[src/rtl/uart_block_assembler_if.sv]
// Byte-in / block-out bus between the UART receiver, the block assembler and the AES core.
interface uart_block_assembler_if;
  logic         i_fByteValid;
  logic [7:0]   i_Byte;
  logic [127:0] o_Block;
  logic         o_fBlockValid;
  logic         i_fBlockReady;
  logic [4:0]   o_ByteCnt;
  logic         o_fOverflow;
  logic         o_fTimeout;

  // Assembler side.
  modport slave (
    input  i_fByteValid, i_Byte, i_fBlockReady,
    output o_Block, o_fBlockValid, o_ByteCnt, o_fOverflow, o_fTimeout
  );

  // Byte producer / block consumer side.
  modport master (
    output i_fByteValid, i_Byte, i_fBlockReady,
    input  o_Block, o_fBlockValid, o_ByteCnt, o_fOverflow, o_fTimeout
  );
endinterface

[src/rtl/uart_block_assembler.sv]
// Packs received UART bytes into 128-bit blocks for the AES core, discarding
// partial blocks after inter-byte silence and dropping bytes while a block waits.
module uart_block_assembler #(
  parameter int unsigned TIMEOUT_CYCLES = 43400
) (
  input  logic                  i_Clk,
  input  logic                  i_Rst,
  uart_block_assembler_if.slave bus
);

  localparam int unsigned BLOCK_W   = 128;
  localparam int unsigned CNT_W     = 5;
  localparam int unsigned TIMER_W   = 16;
  localparam int unsigned BLOCK_LEN = 16;

  localparam logic [TIMER_W-1:0] TIMEOUT_LAST = TIMER_W'(TIMEOUT_CYCLES - 1);
  localparam logic [CNT_W-1:0]   CNT_LAST     = CNT_W'(BLOCK_LEN - 1);

  typedef enum logic [1:0] {IDLE, FILL, FULL} state_t;

  state_t               state_q, state_d;
  logic [BLOCK_W-1:0]   block_q, block_d;
  logic [CNT_W-1:0]     cnt_q,   cnt_d;
  logic [TIMER_W-1:0]   timer_q, timer_d;
  logic                 valid_q, valid_d;
  logic                 ovf_q,   ovf_d;
  logic                 tmo_q,   tmo_d;

  // State and datapath registers.
  always_ff @(posedge i_Clk or negedge i_Rst) begin
    if (!i_Rst) begin
      state_q <= IDLE;
      block_q <= '0;
      cnt_q   <= '0;
      timer_q <= '0;
      valid_q <= 1'b0;
      ovf_q   <= 1'b0;
      tmo_q   <= 1'b0;
    end else begin
      state_q <= state_d;
      block_q <= block_d;
      cnt_q   <= cnt_d;
      timer_q <= timer_d;
      valid_q <= valid_d;
      ovf_q   <= ovf_d;
      tmo_q   <= tmo_d;
    end
  end

  // Next-state and datapath updates.
  always_comb begin
    state_d = state_q;
    block_d = block_q;
    cnt_d   = cnt_q;
    timer_d = timer_q;
    ovf_d   = 1'b0;
    tmo_d   = 1'b0;

    unique case (state_q)
      IDLE: begin
        if (bus.i_fByteValid) begin
          block_d = {block_q[BLOCK_W-9:0], bus.i_Byte};
          cnt_d   = cnt_q + CNT_W'(1);
          timer_d = '0;
          state_d = FILL;
        end
      end

      FILL: begin
        // An arriving byte always beats the timeout in the same cycle.
        if (bus.i_fByteValid) begin
          block_d = {block_q[BLOCK_W-9:0], bus.i_Byte};
          cnt_d   = cnt_q + CNT_W'(1);
          timer_d = '0;
          if (cnt_q == CNT_LAST) state_d = FULL;
        end else if (timer_q == TIMEOUT_LAST) begin
          block_d = '0;
          cnt_d   = '0;
          timer_d = '0;
          tmo_d   = 1'b1;
          state_d = IDLE;
        end else begin
          timer_d = timer_q + TIMER_W'(1);
        end
      end

      FULL: begin
        timer_d = '0;
        if (bus.i_fBlockReady) begin
          if (bus.i_fByteValid) begin
            block_d = {{(BLOCK_W-8){1'b0}}, bus.i_Byte};
            cnt_d   = CNT_W'(1);
            state_d = FILL;
          end else begin
            block_d = '0;
            cnt_d   = '0;
            state_d = IDLE;
          end
        end else if (bus.i_fByteValid) begin
          ovf_d = 1'b1;
        end
      end

      default: begin
        state_d = IDLE;
        block_d = '0;
        cnt_d   = '0;
        timer_d = '0;
      end
    endcase

    valid_d = (state_d == FULL);
  end

  assign bus.o_Block       = block_q;
  assign bus.o_fBlockValid = valid_q;
  assign bus.o_ByteCnt     = cnt_q;
  assign bus.o_fOverflow   = ovf_q;
  assign bus.o_fTimeout    = tmo_q;

endmodule

[src/flat_wrapper.sv]
// flat-port wrapper written by rule: the top's interface ports become plain ports
module uart_block_assembler_flat 
#(
  parameter int unsigned TIMEOUT_CYCLES = 43400
)
  (i_Clk, i_Rst, bus_i_fByteValid, bus_i_Byte, bus_i_fBlockReady, bus_o_Block, bus_o_fBlockValid, bus_o_ByteCnt, bus_o_fOverflow, bus_o_fTimeout);
  uart_block_assembler_if bus_i ();
  input  logic i_Clk;
  input  logic i_Rst;
  input wire logic [$bits(bus_i.i_fByteValid)-1:0] bus_i_fByteValid;
  input wire logic [$bits(bus_i.i_Byte)-1:0] bus_i_Byte;
  input wire logic [$bits(bus_i.i_fBlockReady)-1:0] bus_i_fBlockReady;
  output wire logic [$bits(bus_i.o_Block)-1:0] bus_o_Block;
  output wire logic [$bits(bus_i.o_fBlockValid)-1:0] bus_o_fBlockValid;
  output wire logic [$bits(bus_i.o_ByteCnt)-1:0] bus_o_ByteCnt;
  output wire logic [$bits(bus_i.o_fOverflow)-1:0] bus_o_fOverflow;
  output wire logic [$bits(bus_i.o_fTimeout)-1:0] bus_o_fTimeout;
  assign bus_i.i_fByteValid = bus_i_fByteValid;
  assign bus_i.i_Byte = bus_i_Byte;
  assign bus_i.i_fBlockReady = bus_i_fBlockReady;
  assign bus_o_Block = bus_i.o_Block;
  assign bus_o_fBlockValid = bus_i.o_fBlockValid;
  assign bus_o_ByteCnt = bus_i.o_ByteCnt;
  assign bus_o_fOverflow = bus_i.o_fOverflow;
  assign bus_o_fTimeout = bus_i.o_fTimeout;
  uart_block_assembler #(.TIMEOUT_CYCLES(TIMEOUT_CYCLES)) u_core (.i_Clk(i_Clk), .i_Rst(i_Rst), .bus(bus_i));
endmodule
[config.mk]
export PLATFORM = sky130hd
export DESIGN_NAME = uart_block_assembler_flat
export DESIGN_NICKNAME = d
export VERILOG_FILES = /design/src/rtl/uart_block_assembler_if.sv /design/src/rtl/uart_block_assembler.sv /design/src/flat_wrapper.sv
export SDC_FILE = /design/constraint.sdc
export NUM_CORES = 1
export LEC_CHECK = 0
export ABC_AREA = 1
export CORE_AREA = 2 2 101 151
export CTS_CLUSTER_SIZE = 20
export DETAILED_ROUTE_END_ITERATION = 8
export DIE_AREA = 0 0 103 153
export GPL_TIMING_DRIVEN = 0
export PLACE_DENSITY = 0.81
export SLEW_MARGIN = 20
export SYNTH_ARGS = -nofsm -noshare
export SYNTH_HDL_FRONTEND = slang
export SYNTH_SLANG_ARGS = --single-unit
[constraint.sdc]
create_clock -name i_Clk -period 2.6 [get_ports i_Clk]
set_input_delay 0.26 -clock i_Clk [delete_from_list [all_inputs] [get_ports i_Clk]]
set_output_delay 0.26 -clock i_Clk [all_outputs]
set_load 0.03 [all_outputs]
==> out/metrics.sh <==
NUMPLACEDINSTANCES=1394
NETSWITCHINGPOWER_W=0.00235
SYNTHXORXNORAREAFRAC_PCT=0.112
POWER_LEAKAGE_nW=4.94
LARGEST_FAMILY_OF_LOGIC_CELLS_BY_SYNTHESIZED_AREA='simple AND/OR/NAND/NOR gates'
DIODES=0
CRIT_REQUIRED_PS=2910
STDCELL_COUNT=1427
POST_ROUTE_CELLS_DRIVE_ABOVE_1_SHARE_PCT=6.42
DP_SLACK_PS=559
SEQ_TOTAL_AREA_YOSYS_PCT=49.5
VDD_IR_DROP_MAX_V=0.000448
YS_TYPES=28
PWR_PER_CELL_AREA_mW_PER_MM2=721
WORST_CLOCK_SKEW_PS=13.1
NUM-NETS-FINAL=1233
FIN_TNS_SETUP_PS=0
PLACEMENT.IO_BUFFERS=146
TIMING.CRITICAL_PATH.ARRIVAL_PS=2390
CLK_TRANSITION_REPORTED_PATHS_PS=60
FINAL-SETUP-VIOL-COUNT=0
CRITICAL_PATH.MAX_FANOUT=10
FINAL_PERIOD_MINUS_WORST_SETUP_SLACK_PS=2080
TIMING.FINAL.MAX_SLEW_VIOLATIONS=0
CLOCK-SINKS=154
DRT_WL_TOTAL_UM=20500
YS_FF_LATCH=154
GLOBAL_ROUTE.USAGE.TOTAL_PCT=27.1
CTS.HTREE.LEVELS=4
DESIGN.PORTCOUNT=148
MOSTFREQUENTLAYOUTCELL='sky130_fd_sc_hd__nand2_1'
POST_SYNTH_FA_HA_MAJ_AREA_FRACTION_PCT=0.482
TOTAL_CLOCK_BUFFERS_CREATED_BY_CTS=17
ROUTE.DETAILED.WL_PER_INST_UM=14.4
FIRST_GLOBAL_VIAS=6919
P_SW_SHARE_PCT=31.9
FIN_AREA_MM2=0.0102
FINAL_MIN_PERIOD_OVER_CLOCK_PERIOD_PCT=80.1
PATH_CLASS='register to register'
FLOORPLAN.INITIALDENSITY_PCT=53.9
SYNTH_AREA_LEADERS='sky130_fd_sc_hd__dfrtp_1 49%, sky130_fd_sc_hd__nand2_1 15%, sky130_fd_sc_hd__nand4_1 11%'
NUM_VIAS=7465
SYNTH_TOP_CELL_AREA_SHARE_PCT=49.5
GRT-OVFL-TOTAL=0
SYN_AREA_MM2=0.00779
DIE_H_UM=153
POSTSYNTH.TOPFLOPCELL='sky130_fd_sc_hd__dfrtp_1'
DRC=0
ASYNC_RESET_FF_SHARE_PCT=100
LAYOUT.FILLER_CELLS=1170
MAX-SLEW-MARGIN-REL_PCT=50.9
DRT.ANTENNA.VIOLATING_NETS=0
FIRST_PASS_GRT_WIRE_LENGTH_UM=33900
SYNTHMUXAREASHARE_PCT=0
UNREPAIRED_SETUP_ENDPOINTS_AFTER_GLOBAL_ROUTING='no'
CLOCKBUFFERDEPTH=2
MAPPEDNETLISTNETS=1066
FMAX_MHz=480
P_CLK_SHARE_PCT=39.0
CRITICAL_PATH.MAX_STAGE_DELAY_PS=390
PLACE_HPWL_UM=14600
FP.DIEAREA_MM2=0.0158
COUNT_OF_FLIP_FLOPS_WITH_A_BUILT_IN_ENABLE_AFTER_SYNTHESIS=0
OUTCOME='finished clean'
GP_ROUTABILITY_CONGESTION=0.906
WORST_SETUP_PATH_START_KIND='register'
CRIT_CHAIN='ha_1, nand2_1, inv_2, nand2_1, nor2_1, nand2_1, nand2_4, nand3_2, buf_6, buf_6, nand2_1, nand2_1'
SYNTH_AREA_LEADER_CELL='sky130_fd_sc_hd__dfrtp_1'
DETAIL_ROUTE.VIAS_PER_CELL=5.23
SYNTH-COMPOUND-AREA-SHARE_PCT=1.59
GRT_MAX_DEGREE=99
PWR-SHARE-COMB_PCT=23.3
POWER.SHARE.SEQUENTIAL_PCT=37.7
CLK-INSERTION-DELAY-LATE_PS=430
WORST_SLACK_PS=518
TRITONCTS='built'
CRIT_PATH_TOP_DELAY_CELL='sky130_fd_sc_hd__dfrtp_1'
HOLD_PATH_CLASS='primary input to register'
CHIPWIDTH_UM=103
ANTENNA_FOUND_INITIAL=0
CRITICAL-PATH-TOP-CELL-BY-COUNT='sky130_fd_sc_hd__nand2_1'
AREAGROWTHSYNTHTOFINISH_PCT=31.2
SETUP.WORST_PATH.END_CLASS='register'
ROOT_BUF_CELL='sky130_fd_sc_hd__clkbuf_16'
SYNTH_CELLS=1051
COREAREA_MM2=0.0145
DPL-INSTANCE-AREA_MM2=0.00953
DRTITER0DRC=367
FIRSTDRTPASSITERS=6
INTERNAL_POWER_W=0.00502
DRV.MAX_CAP_VIOLATION_COUNT=0
TIGHTEST_SLEW_PS=736
MOSTFREQUENTLAYOUTCELLS='316 x sky130_fd_sc_hd__nand2_1, 166 x sky130_fd_sc_hd__nor2_1, 154 x sky130_fd_sc_hd__dfrtp_1'
AVGSYNTHCELLAREA_UM2=7.41
SYNTH-SIMPLE-AREA-SHARE_PCT=36.2
STD_CELL_ROWS=54
YS_WARN_COUNT=0
TIMING_HOLD_VIOLATIONS_FINAL=0
[kinds of logic after synthesis]
group / Yosys count
buffers and inverters: 227
XOR/XNOR: 1
adder cells (fa/ha/maj): 3
AO/OA/AOI/OAI: 21
AND/OR/NAND/NOR: 645
flip-flops: 154
[final cells by class]
cell class	count	area (um2)	share of cell area (%)
plain buffers	73	370	3.62
clock inverters	13	239	2.34
well taps	196	245	2.40
clock buffers	19	443	4.33
flip-flops and latches	154	3850	37.7
multi-input cells	670	2990	29.2
repair buffers	148	1500	14.7
inverters	154	578	5.66
[synth_stat cells, types with 5 or more instances]
cell type	number
sky130_fd_sc_hd__inv_2	5
sky130_fd_sc_hd__dfrtp_1	154
sky130_fd_sc_hd__nand3_1	17
sky130_fd_sc_hd__buf_1	8
sky130_fd_sc_hd__nand4_1	138
sky130_fd_sc_hd__o21ai_0	10
sky130_fd_sc_hd__buf_6	8
sky130_fd_sc_hd__inv_1	149
sky130_fd_sc_hd__clkbuf_1	30
sky130_fd_sc_hd__nand2_1	316
sky130_fd_sc_hd__nor2_1	166
sky130_fd_sc_hd__buf_2	26
[sequential cells by signal, summed over array words and instances (netlist names)]
signal	count
u_core.bus.o_fOverflow	1
u_core.timer_q	16
u_core.bus.o_fTimeout	1
u_core.bus.o_fBlockValid	1
u_core.state_q	2
u_core.bus.o_Block	128
u_core.bus.o_ByteCnt	5
[power groups by stage]
stage | Combinational [W] | Clock, W | Sequential, W
after floorplan | 0.000756 | 0 | 0.00311
after global placement | 0.00168 | 0 | 0.00282
after detailed placement | 0.00171 | 0 | 0.00282
after CTS | 0.00172 | 0.00288 | 0.00278
after global routing | 0.00187 | 0.00298 | 0.00281
final | 0.00171 | 0.00287 | 0.00278
[worst paths after layout]
kind                                                     startpoint                             endpoint  slack, ps  cells after the start
worst max-delay path                  u_core.timer_q[0]$_DFFE_PN0P_   u_core.bus.o_Block[73]$_DFFE_PN0P_        520                     12
worst min-delay path                               bus_i_fByteValid          u_core.state_q[0]$_DFF_PN0_        240                      3
worst max register to register        u_core.timer_q[0]$_DFFE_PN0P_   u_core.bus.o_Block[73]$_DFFE_PN0P_        520                     12
worst min register to register  u_core.bus.o_Block[125]$_DFFE_PN0P_  u_core.bus.o_Block[125]$_DFFE_PN0P_        480                      2
max in group asynchronous                                     i_Rst   u_core.bus.o_Block[43]$_DFFE_PN0P_       1410                      3
min in group asynchronous                                     i_Rst  u_core.bus.o_Block[105]$_DFFE_PN0P_        460                      2
[critical path: cells and delay by family (launching register included)]
kind	cells	cell delay, ps
buffers and inverters	3	460
adders and majority gates	1	240
DFF	1	390
and+or+nand+nor	8	870
[layer usage]
layer | wire, um | up-vias | track usage [%] | part of all wire, %
met1 | 7970 | 3526 | 32.3 | 39
met4 | 667 | 0 | 11.4 | 3.2
met2 | 10800 | 261 | 46.7 | 53
met5 | 0 | - | 0 | 0
met3 | 1060 | 53 | 5.49 | 5.2
li1 | - | 3625 | - | -
[timing repair]
item | 4_1_cts | 5_1_grt
hold endpoints to repair | 97 | 0
setup buffers | 0 | 0
resized for setup | 0 | 0
endpoints found under the setup margin | 0 | 0
hold buffers | 1 | 0
[through the flow]
stage / util, % / total power, W / hold slack, ps
3_5_place_dp: 65.9 / 0.00453 / 346
5_1_grt: 70.7 / 0.00766 / 280
6_report: 70.7 / 0.00737 / 237
2_1_floorplan: - / 0.00386 / -35.6
3_3_place_gp: 65.7 / 0.00449 / 464
4_1_cts: 70.7 / 0.00739 / 228
Note: power is estimated with default switching activity, not from simulation.
==> edit (same flow settings) <==
Encoding of `state_t`: now one-hot (3 bits for 3 states).
--- a/src/rtl/uart_block_assembler.sv
+++ b/src/rtl/uart_block_assembler.sv
@@ -16,7 +16,7 @@
   localparam logic [TIMER_W-1:0] TIMEOUT_LAST = TIMER_W'(TIMEOUT_CYCLES - 1);
   localparam logic [CNT_W-1:0]   CNT_LAST     = CNT_W'(BLOCK_LEN - 1);
 
-  typedef enum logic [1:0] {IDLE, FILL, FULL} state_t;
+  typedef enum logic [2:0] {IDLE = 3'b001, FILL = 3'b010, FULL = 3'b100} state_t;
 
   state_t               state_q, state_d;
   logic [BLOCK_W-1:0]   block_q, block_d;
Check against the original RTL: same outputs for any inputs over 4 cycles, from zero or initial values and one cycle with i_Rst low; so few cycles prove little.
==> edit against the unedited design <==
Synthesized area grew 11%. Wire length increased by 24%. Worst setup slack worse by 0.24 ns. Via count is 23% higher. Sequential cell count grew 1. Synthesized cell count increased by 18%. Combinational power up 95%. Power increased by 23%. Core utilization up 5.8 points. Final area up 8.2%. Largest power group is now combinational cells.
==> edit: results (changes against the unedited design) <==
stage,metric,value,unit,change
run_status,status,completed,,
timing,Peak Freq,432,MHz,-10%
logic_synthesis,main area contributors after synthesis,"dfrtp_1 44%, nand2_1 25%, nand4_1 9.2%",,
logic_synthesis,Post-synth top cells,"588 x nand2_1, 154 x dfrtp_1, 137 x o21ai_0",,
final_layout,fin cells,1614,,+13%
final_layout,number of fill cells,1194,,+2.1%
placed_design,DP Area,0.0104,mm^2,+9.3%
global_route,largest net degree at the start of global routing,92,,-7.1%
critical_path,CP max FO,10,,unchanged
logic_synthesis,Mapped Nets,1252,,+17%
routing,First DRT Iteration DRCs,697,,+90%
power_and_ir_drop,PD cells,817,mW/mm^2,+13%
critical_path,Critical Path Sink,u_core.bus.o_Block[43],,
final_layout,max FFs per register,128,,unchanged
timing,Final Skew,0.00914,ns,-0.00393 ns
power_and_ir_drop,Net Sw Frac,40.7,%,+8.9 points
placed_design,post-detail-place hpwl,17800,um,+22%
global_route,total track usage,33.0,%,+5.9 points
power_and_ir_drop,Worst IR Drop VDD,0.629,mV,+41%
final_layout,# diodes,0,,unchanged
placed_design,routability cong.,0.897,,-1.0%
timing,Fin Hold WS,0.356,ns,+0.119 ns
min_path,Hold Crit Class,in2async,,
logic_synthesis,register area share after synthesis,44.8,%,-4.7 points
global_route,first-pass GRT wire length,41500,um,+22%
timing,Worst-Margin Slew,0.546,ns,-0.190 ns
power_and_ir_drop,leakage power,5.10,nW,+3.4%
power_and_ir_drop,sequential power,0.00301,W,+8.3%
placed_design,PortBufs,147,,+0.68%
global_route,vias in the first global route,8458,,+22%
routing,vias,9181,,+23%
routing,Pre-Repair DR Iteration Count,6,,unchanged
critical_path,FF-to-FF setup slack,0.28,ns,-0.24 ns
power_and_ir_drop,Comb group,0.00334,W,+95%
logic_synthesis,Syn Inst Count,1237,,+18%
final_layout,share of layout cells above drive strength 1,5.92,%,-0.49 points
critical_path,CP arrival,2.69,ns,+0.30 ns
critical_path,R2R depth,11,,-1
critical_path,slowest cell delay on critical path,0.43,ns,+0.04 ns
logic_synthesis,Yosys cell types,26,,-7.1%
placed_design,setup slack at placement,0.214,ns,-0.345 ns
placed_design,placed cells,1581,,+13%
routing,Routed WL,25600,um,+24%
[edit: cell types whose count changed after synthesis, sizes merged, moves of 8 or more]
cell / unedited run / this run
nand2: 317 / 589
nor2: 168 / 31
o21ai: 12 / 137
inv: 154 / 33
clkbuf: 30 / 52
nand3: 18 / 40
nand4: 138 / 127
buf: 43 / 51
[edit: layout make-up]
| type | count | area, um^2 | share of cell area (%) |
|---|---|---|---|
| Tap cell | 196 | 245 | 2.22 |
| Multi-Input combinational cell | 944 | 4160 | 37.6 |
| Clock buffer | 19 | 443 | 4.01 |
| Clock inverter | 13 | 190 | 1.72 |
| Sequential cell | 155 | 3880 | 35.1 |
| Inverter | 35 | 131 | 1.19 |
| Timing Repair Buffer | 149 | 1510 | 13.7 |
| Buffer | 103 | 494 | 4.47 |
[edit: cells by family after synthesis]
| logic type | synth area share (%) |
|---|---|
| AND/OR/NAND/NOR | 39.0 |
| buffers and inverters | 7.22 |
| AO/OA/AOI/OAI | 8.48 |
| adder cells (fa/ha/maj) | 0.433 |
| flip-flops | 44.8 |
| XOR/XNOR | 0.101 |
[edit: repair_timing]
item | in CTS | in global routing
hold buffers | 1 | 0
buffers inserted | 0 | 0
gates resized for setup | 0 | 0
setup endpoints to repair | 0 | 0
endpoints found under the hold margin | 63 | 0
[edit: critical path, delay by kind of cell, from the launching register on]
family	cells	cell delay, ns
simple gates	7	1.03
buf+inv	3	0.54
flops	1	0.43
fa+ha+maj	1	0.27
[edit: metal layers]
layer / GRT usage, % / wire (um)
met5: 0 / 0
met4: 14.7 / 1010
met3: 7.27 / 1920
met2: 54.5 / 12900
met1: 41.0 / 9700
